==> config.mk <==
export PLATFORM = sky130hd
export DESIGN_NAME = fpga_status_indicator
export DESIGN_NICKNAME = d
export VERILOG_FILES = /design/src/rtl/fpga_status_indicator.sv
export SDC_FILE = /design/constraint.sdc
export NUM_CORES = 1
export LEC_CHECK = 0
export CAP_MARGIN = 20
export CELL_PAD_IN_SITES_DETAIL_PLACEMENT = 0
export CELL_PAD_IN_SITES_GLOBAL_PLACEMENT = 2
export CORE_MARGIN = 1
export CORE_UTILIZATION = 30
export DETAILED_ROUTE_END_ITERATION = 10
export HOLD_SLACK_MARGIN = 0.06
export MAX_ROUTING_LAYER = met4
export PLACE_DENSITY = 0.87
export SETUP_SLACK_MARGIN = 0.1
export SLEW_MARGIN = 20
export SYNTH_ARGS = -nofsm -noshare
export SYNTH_HDL_FRONTEND = slang
export SYNTH_SLANG_ARGS = --single-unit
==> constraint.sdc <==
create_clock -name clk_i -period 4.25 [get_ports clk_i]
set_clock_uncertainty 0.2 [all_clocks]
set_input_delay 0.85 -clock clk_i [delete_from_list [all_inputs] [get_ports clk_i]]
set_output_delay 0.85 -clock clk_i [all_outputs]
set_load 0.01 [all_outputs]
==> src/rtl/fpga_status_indicator.sv <==
// fpga_status_indicator: per-channel LED driver with a shared tick prescaler,
// a blink generator and a latched exit-code flash sequencer.
module fpga_status_indicator #(
  parameter int unsigned NUM_CH    = 4,
  parameter int unsigned TICK_DIV  = 12_500_000,
  parameter int unsigned HALF_W    = 8,
  parameter int unsigned CODE_W    = 4,
  parameter int unsigned GAP_TICKS = 8
) (
  input  logic                clk_i,
  input  logic                rst_i,
  input  logic [2*NUM_CH-1:0] mode_i,
  input  logic [HALF_W-1:0]   blink_half_i,
  input  logic [31:0]         exit_value_i,
  input  logic                exit_valid_i,
  output logic [NUM_CH-1:0]   led_o,
  output logic                tick_o,
  output logic                exit_latched_o,
  output logic [CODE_W-1:0]   exit_code_o
);

  localparam int unsigned CNT_W = (TICK_DIV > 1) ? $clog2(TICK_DIV) : 1;
  localparam int unsigned GAP_W = $clog2(GAP_TICKS + 1);

  typedef enum logic [2:0] {
    S_IDLE,
    S_SOLID,
    S_FLASH_ON,
    S_FLASH_OFF,
    S_GAP
  } state_t;

  logic [CNT_W-1:0]  pre_cnt_q;
  logic [HALF_W-1:0] half_cnt_q;
  logic [HALF_W-1:0] half_lim_c;
  logic              phase_q;
  logic              capture_c;
  state_t            state_q, state_d;
  logic [CODE_W-1:0] flash_q, flash_d;
  logic [GAP_W-1:0]  gap_q, gap_d;
  logic              exit_on_c;
  logic [NUM_CH-1:0] led_d_c;
  logic              unused_exit_c;

  // Upper exit_value bits carry no meaning for the indicator.
  assign unused_exit_c = ^exit_value_i[31:CODE_W];

  // Prescaler; tick_o is registered one cycle early so it lines up with the
  // counter's terminal value.
  always_ff @(posedge clk_i) begin
    if (rst_i) begin
      pre_cnt_q <= '0;
      tick_o    <= 1'b0;
    end else begin
      if (pre_cnt_q == CNT_W'(TICK_DIV - 1)) pre_cnt_q <= '0;
      else                                   pre_cnt_q <= pre_cnt_q + CNT_W'(1);
      tick_o <= (pre_cnt_q == CNT_W'(TICK_DIV - 2));
    end
  end

  // A zero half-period behaves as one tick.
  assign half_lim_c = (blink_half_i == '0) ? '0 : blink_half_i - HALF_W'(1);

  // Blink generator; >= compare keeps a shrinking half-period from running the counter long.
  always_ff @(posedge clk_i) begin
    if (rst_i) begin
      half_cnt_q <= '0;
      phase_q    <= 1'b0;
    end else if (tick_o) begin
      if (half_cnt_q >= half_lim_c) begin
        half_cnt_q <= '0;
        phase_q    <= ~phase_q;
      end else begin
        half_cnt_q <= half_cnt_q + HALF_W'(1);
      end
    end
  end

  assign capture_c = exit_valid_i & ~exit_latched_o;

  // Exit value latch, first valid only until reset.
  always_ff @(posedge clk_i) begin
    if (rst_i) begin
      exit_latched_o <= 1'b0;
      exit_code_o    <= '0;
    end else if (capture_c) begin
      exit_latched_o <= 1'b1;
      exit_code_o    <= exit_value_i[CODE_W-1:0];
    end
  end

  // Sequencer state register.
  always_ff @(posedge clk_i) begin
    if (rst_i) begin
      state_q <= S_IDLE;
      flash_q <= '0;
      gap_q   <= '0;
    end else begin
      state_q <= state_d;
      flash_q <= flash_d;
      gap_q   <= gap_d;
    end
  end

  // Sequencer next state; the capture cycle ignores any coincident tick.
  always_comb begin
    state_d   = state_q;
    flash_d   = flash_q;
    gap_d     = gap_q;
    exit_on_c = (state_q == S_SOLID) || (state_q == S_FLASH_ON);
    case (state_q)
      S_IDLE: begin
        if (capture_c) begin
          if (exit_value_i[CODE_W-1:0] == '0) begin
            state_d = S_SOLID;
          end else begin
            state_d = S_FLASH_ON;
            flash_d = '0;
          end
        end
      end
      S_SOLID: begin
        state_d = S_SOLID;
      end
      S_FLASH_ON: begin
        if (tick_o) state_d = S_FLASH_OFF;
      end
      S_FLASH_OFF: begin
        if (tick_o) begin
          if (flash_q == exit_code_o - CODE_W'(1)) begin
            state_d = S_GAP;
            gap_d   = '0;
          end else begin
            state_d = S_FLASH_ON;
            flash_d = flash_q + CODE_W'(1);
          end
        end
      end
      S_GAP: begin
        if (tick_o) begin
          if (gap_q == GAP_W'(GAP_TICKS - 1)) begin
            state_d = S_FLASH_ON;
            flash_d = '0;
          end else begin
            gap_d = gap_q + GAP_W'(1);
          end
        end
      end
      default: begin
        state_d = S_IDLE;
      end
    endcase
  end

  // Per-channel source selection.
  always_comb begin
    led_d_c = '0;
    for (int k = 0; k < int'(NUM_CH); k++) begin
      case (mode_i[2*k +: 2])
        2'b00:   led_d_c[k] = 1'b0;
        2'b01:   led_d_c[k] = 1'b1;
        2'b10:   led_d_c[k] = phase_q;
        default: led_d_c[k] = exit_on_c;
      endcase
    end
  end

  // Registered LED drive.
  always_ff @(posedge clk_i) begin
    if (rst_i) led_o <= '0;
    else       led_o <= led_d_c;
  end

endmodule

==> impl_results.md <==
* Internal power at roughly 0.75 mW
* Initial Util at 0.314
* Worst-skew pair later-pin latency at about 0.3 ns
* Ys async rst share at 0
* CORE AREA at 9330 sq um
* NetSw at between 0.2 and 0.3 mW
* Crit end category: flip-flop
* Final Wtd Congestion at ~0.75
* Worst Setup Start Kind: input pin
* Warnings from Yosys at 0
* I/O Pins at 61
* Post-synth EDFFs at 0
* Final setup vio count at 0
* Setup TNS at 0 ns
* DRC errors left at 0
* Cts repair resizes at 0
* Post-layout net count at 450
* Clock group share of total power at 0.272
* Post-DP HPWL at approximately 4400 um
* Ordered cell list for the critical path: clkdlybuf4s50_1 -> inv_1 -> ha_1 -> nor2b_1 -> nand3b_1 -> or3_1 -> and2_1 -> ha_1 -> nand2b_1 -> a21o_1 -> a21oi_1 -> o221a_2 -> nor2b_1 -> mux2_2
* First DRT Iteration DRCs at between 100 and 150
* Delay-heaviest family, CP: simple AND/OR/NAND/NOR gates
* Syn_area_per_cell at 8.29 sq um
* Area delta synth->final at 17.0%
* CTS tree: yes
* Initial antenna violation count at 0
* DRT Pass-1 Iters at 6
* CTS clock-pin slew for the worst setup and hold paths at 0.09 ns
* DIE AREA at 10100 sq um
* Fill cells at 959
* Gate Count Post-Synth at 353
* Via density at between 4 and 5
* Synth Cell Area at a little under 3000 sq um
* CTS HTree Levels at 2
* Relative slew slack at 0.499
* Seq/Total Area, Yosys at 0.370
* Comb pwr share at 0.198
* Most frequent cells in the layout: nor2_1 (56), dfxtp_1 (54), clkdlybuf4s50_1 (32), a21oi_1 (25), nand2_1 (23)
* Vias in the first global route at 2338
* Most common cell after layout, fill and taps aside: nor2_1
* Tmin final at ~3.8 ns
* Total of max-cap violations at 0
* Worst-path maximum fanout at 6
* Final wirelength at ~6000 um
* First-pass GRT wire length at 10300 um
* Largest net degree at the start of global routing at 36
* DR WL/cell at between 10 and 15 um
* Synth Flop Type: dfxtp_1
* CTS root buffer: clkbuf_8
* Placed Area at approximately 3300 sq um
* RSZ-0062 raised after global routing: false
* Final Cycle Share at 0.896
* Max Slew Vio Count at 0
* Routed Antenna Nets at 0
* Total setup buffers inserted after CTS at 0
* Height of the die at about 100 um
* Achievable Freq at around 0.26 GHz
* Clk buf depth at 2
* Sw Ratio at 0.276
* Hold Crit Class: reg -> reg
* Num CTS Buffers at 5
* Fraction of layout cells with a size suffix above 1 at 0.0470
* Worst-margin pin slew at 0.742 ns
* IO Port Bufs at 32
* CP bufs+invs at 2
* PD cells at ~300 nW/um^2
* Post-layout instance area at between 3000 and 4000 sq um
* LEAKAGE at approximately 1.2 nW
* Flops & latches, synth at between 50 and 60
* Reg power frac at 0.530
* Antenna Cells at 0
* Vias at 2438
* Distinct cells, synth at 48
* Global route overflow at 0
* Hold-fix buffers, CTS at 0
* Status: complete, no violations
* Sink Count at 54
* CP max-delay cell: clkdlybuf4s50_1
* Die width at 101 um
* CP required at around 4.3 ns
* Num rows at 35
* CP arrival at between 3 and 4 ns
* Syn nets at 419
* GRT Total Usage at 0.129
* Peak VDD IR at ~0.15 mV
* Final hold vios at 0
* CP max stage delay at 0.42 ns
* CP Class: in -> reg
kinds of logic (layout without fill, tap and decap cells):
logic type / count (synthesis) / count (layout) / share of synthesized area
AO/OA/AOI/OAI: 55 / 55 / 0.115
XOR/XNOR: 32 / 32 / 0.101
adder cells (fa/ha/maj): 15 / 15 / 0.0642
buffers and inverters: 27 / 57 / 0.0522
flip-flops: 54 / 54 / 0.370
multiplexers: 4 / 4 / 0.0141
AND/OR/NAND/NOR: 166 / 166 / 0.284
through the flow:
step	total power, mW	utilization	hold slack, ns	setup slack (ns)	std cells
floorplan	0.704	-	0.249	0.679	353
global placement	0.767	0.358	0.263	0.121	506
detailed placement	0.769	0.358	0.276	0.120	506
CTS	1.05	0.367	0.290	0.427	512
global route	1.10	0.367	0.307	0.199	512
finish	1.04	0.367	0.285	0.444	512
power by group through the flow:
| stage | Sequential [mW] | Combinational (mW) | Clock [mW] |
|---|---|---|---|
| after floorplan | 0.557 | 0.148 | 0 |
| after global placement | 0.563 | 0.203 | 0 |
| after detailed placement | 0.563 | 0.205 | 0 |
| after CTS | 0.552 | 0.206 | 0.294 |
| after global routing | 0.555 | 0.231 | 0.318 |
| final | 0.552 | 0.206 | 0.284 |
worst register-to-register path, delay by kind of cell (launching register included):
family / cells / cell delay (ns)
adders and majority gates: 1 / 0.30
and+or+nand+nor: 2 / 0.59
xor gates and xnor gates: 1 / 0.15
AOI/OAI and AO/OA: 3 / 0.68
DFF: 1 / 0.42
buffers and inverters: 1 / 0.08
registers in the layout (all words and copies together), names as in the netlist, 3 cells and up:
register     flops
exit_code_o      4
flash_q          4
gap_q            4
half_cnt_q       8
led_o            4
pre_cnt_q       24
state_q          3
synthesized netlist by cell type, drive strengths merged, types with 5 or more instances:
cell type  count  share of area
a21oi         26          0.048
buf            5          0.017
clkbuf         7          0.016
dfxtp         54           0.37
ha            15          0.064
inv           15          0.019
nand2         23          0.030
nand2b         7          0.015
nand3         20          0.036
nand4         10          0.021
nor2          56          0.072
nor2b         10          0.021
nor3          13          0.022
o21ai         15          0.027
or3            6          0.013
xnor2         15          0.045
xor2          16          0.048
metal layers:
metal,track usage,vias to the layer above,part of all wire
met5,-,-,0
met4,0.0424,0,0.0097
met3,0.0208,7,0.015
met2,0.211,17,0.48
met1,0.163,1129,0.49
li1,-,1285,-
worst paths after layout:
check / start / to / slack, ns / cells past startpoint
setup reg to reg: exit_code_o[0]$_SDFFE_PP0P_ / flash_q[3]$_SDFFE_PP0P_ / 1.77 / 8
hold / removal: gap_q[1]$_SDFFE_PP0P_ / gap_q[1]$_SDFFE_PP0P_ / 0.28 / 2
hold reg to reg: gap_q[1]$_SDFFE_PP0P_ / gap_q[1]$_SDFFE_PP0P_ / 0.28 / 2
setup / recovery: blink_half_i[0] / phase_q$_SDFFE_PP0P_ / 0.44 / 14
layout make-up:
cell class	count	area, sq um	share of cell area
Inverter	15	56.3	0.0164
Timing Repair Buffer	36	350	0.102
Clock buffer	6	82.6	0.0241
Multi-Input combinational cell	272	1690	0.494
Sequential cell	54	1080	0.316
Tap cell	129	161	0.0471
(Power assumes the default switching activity.)
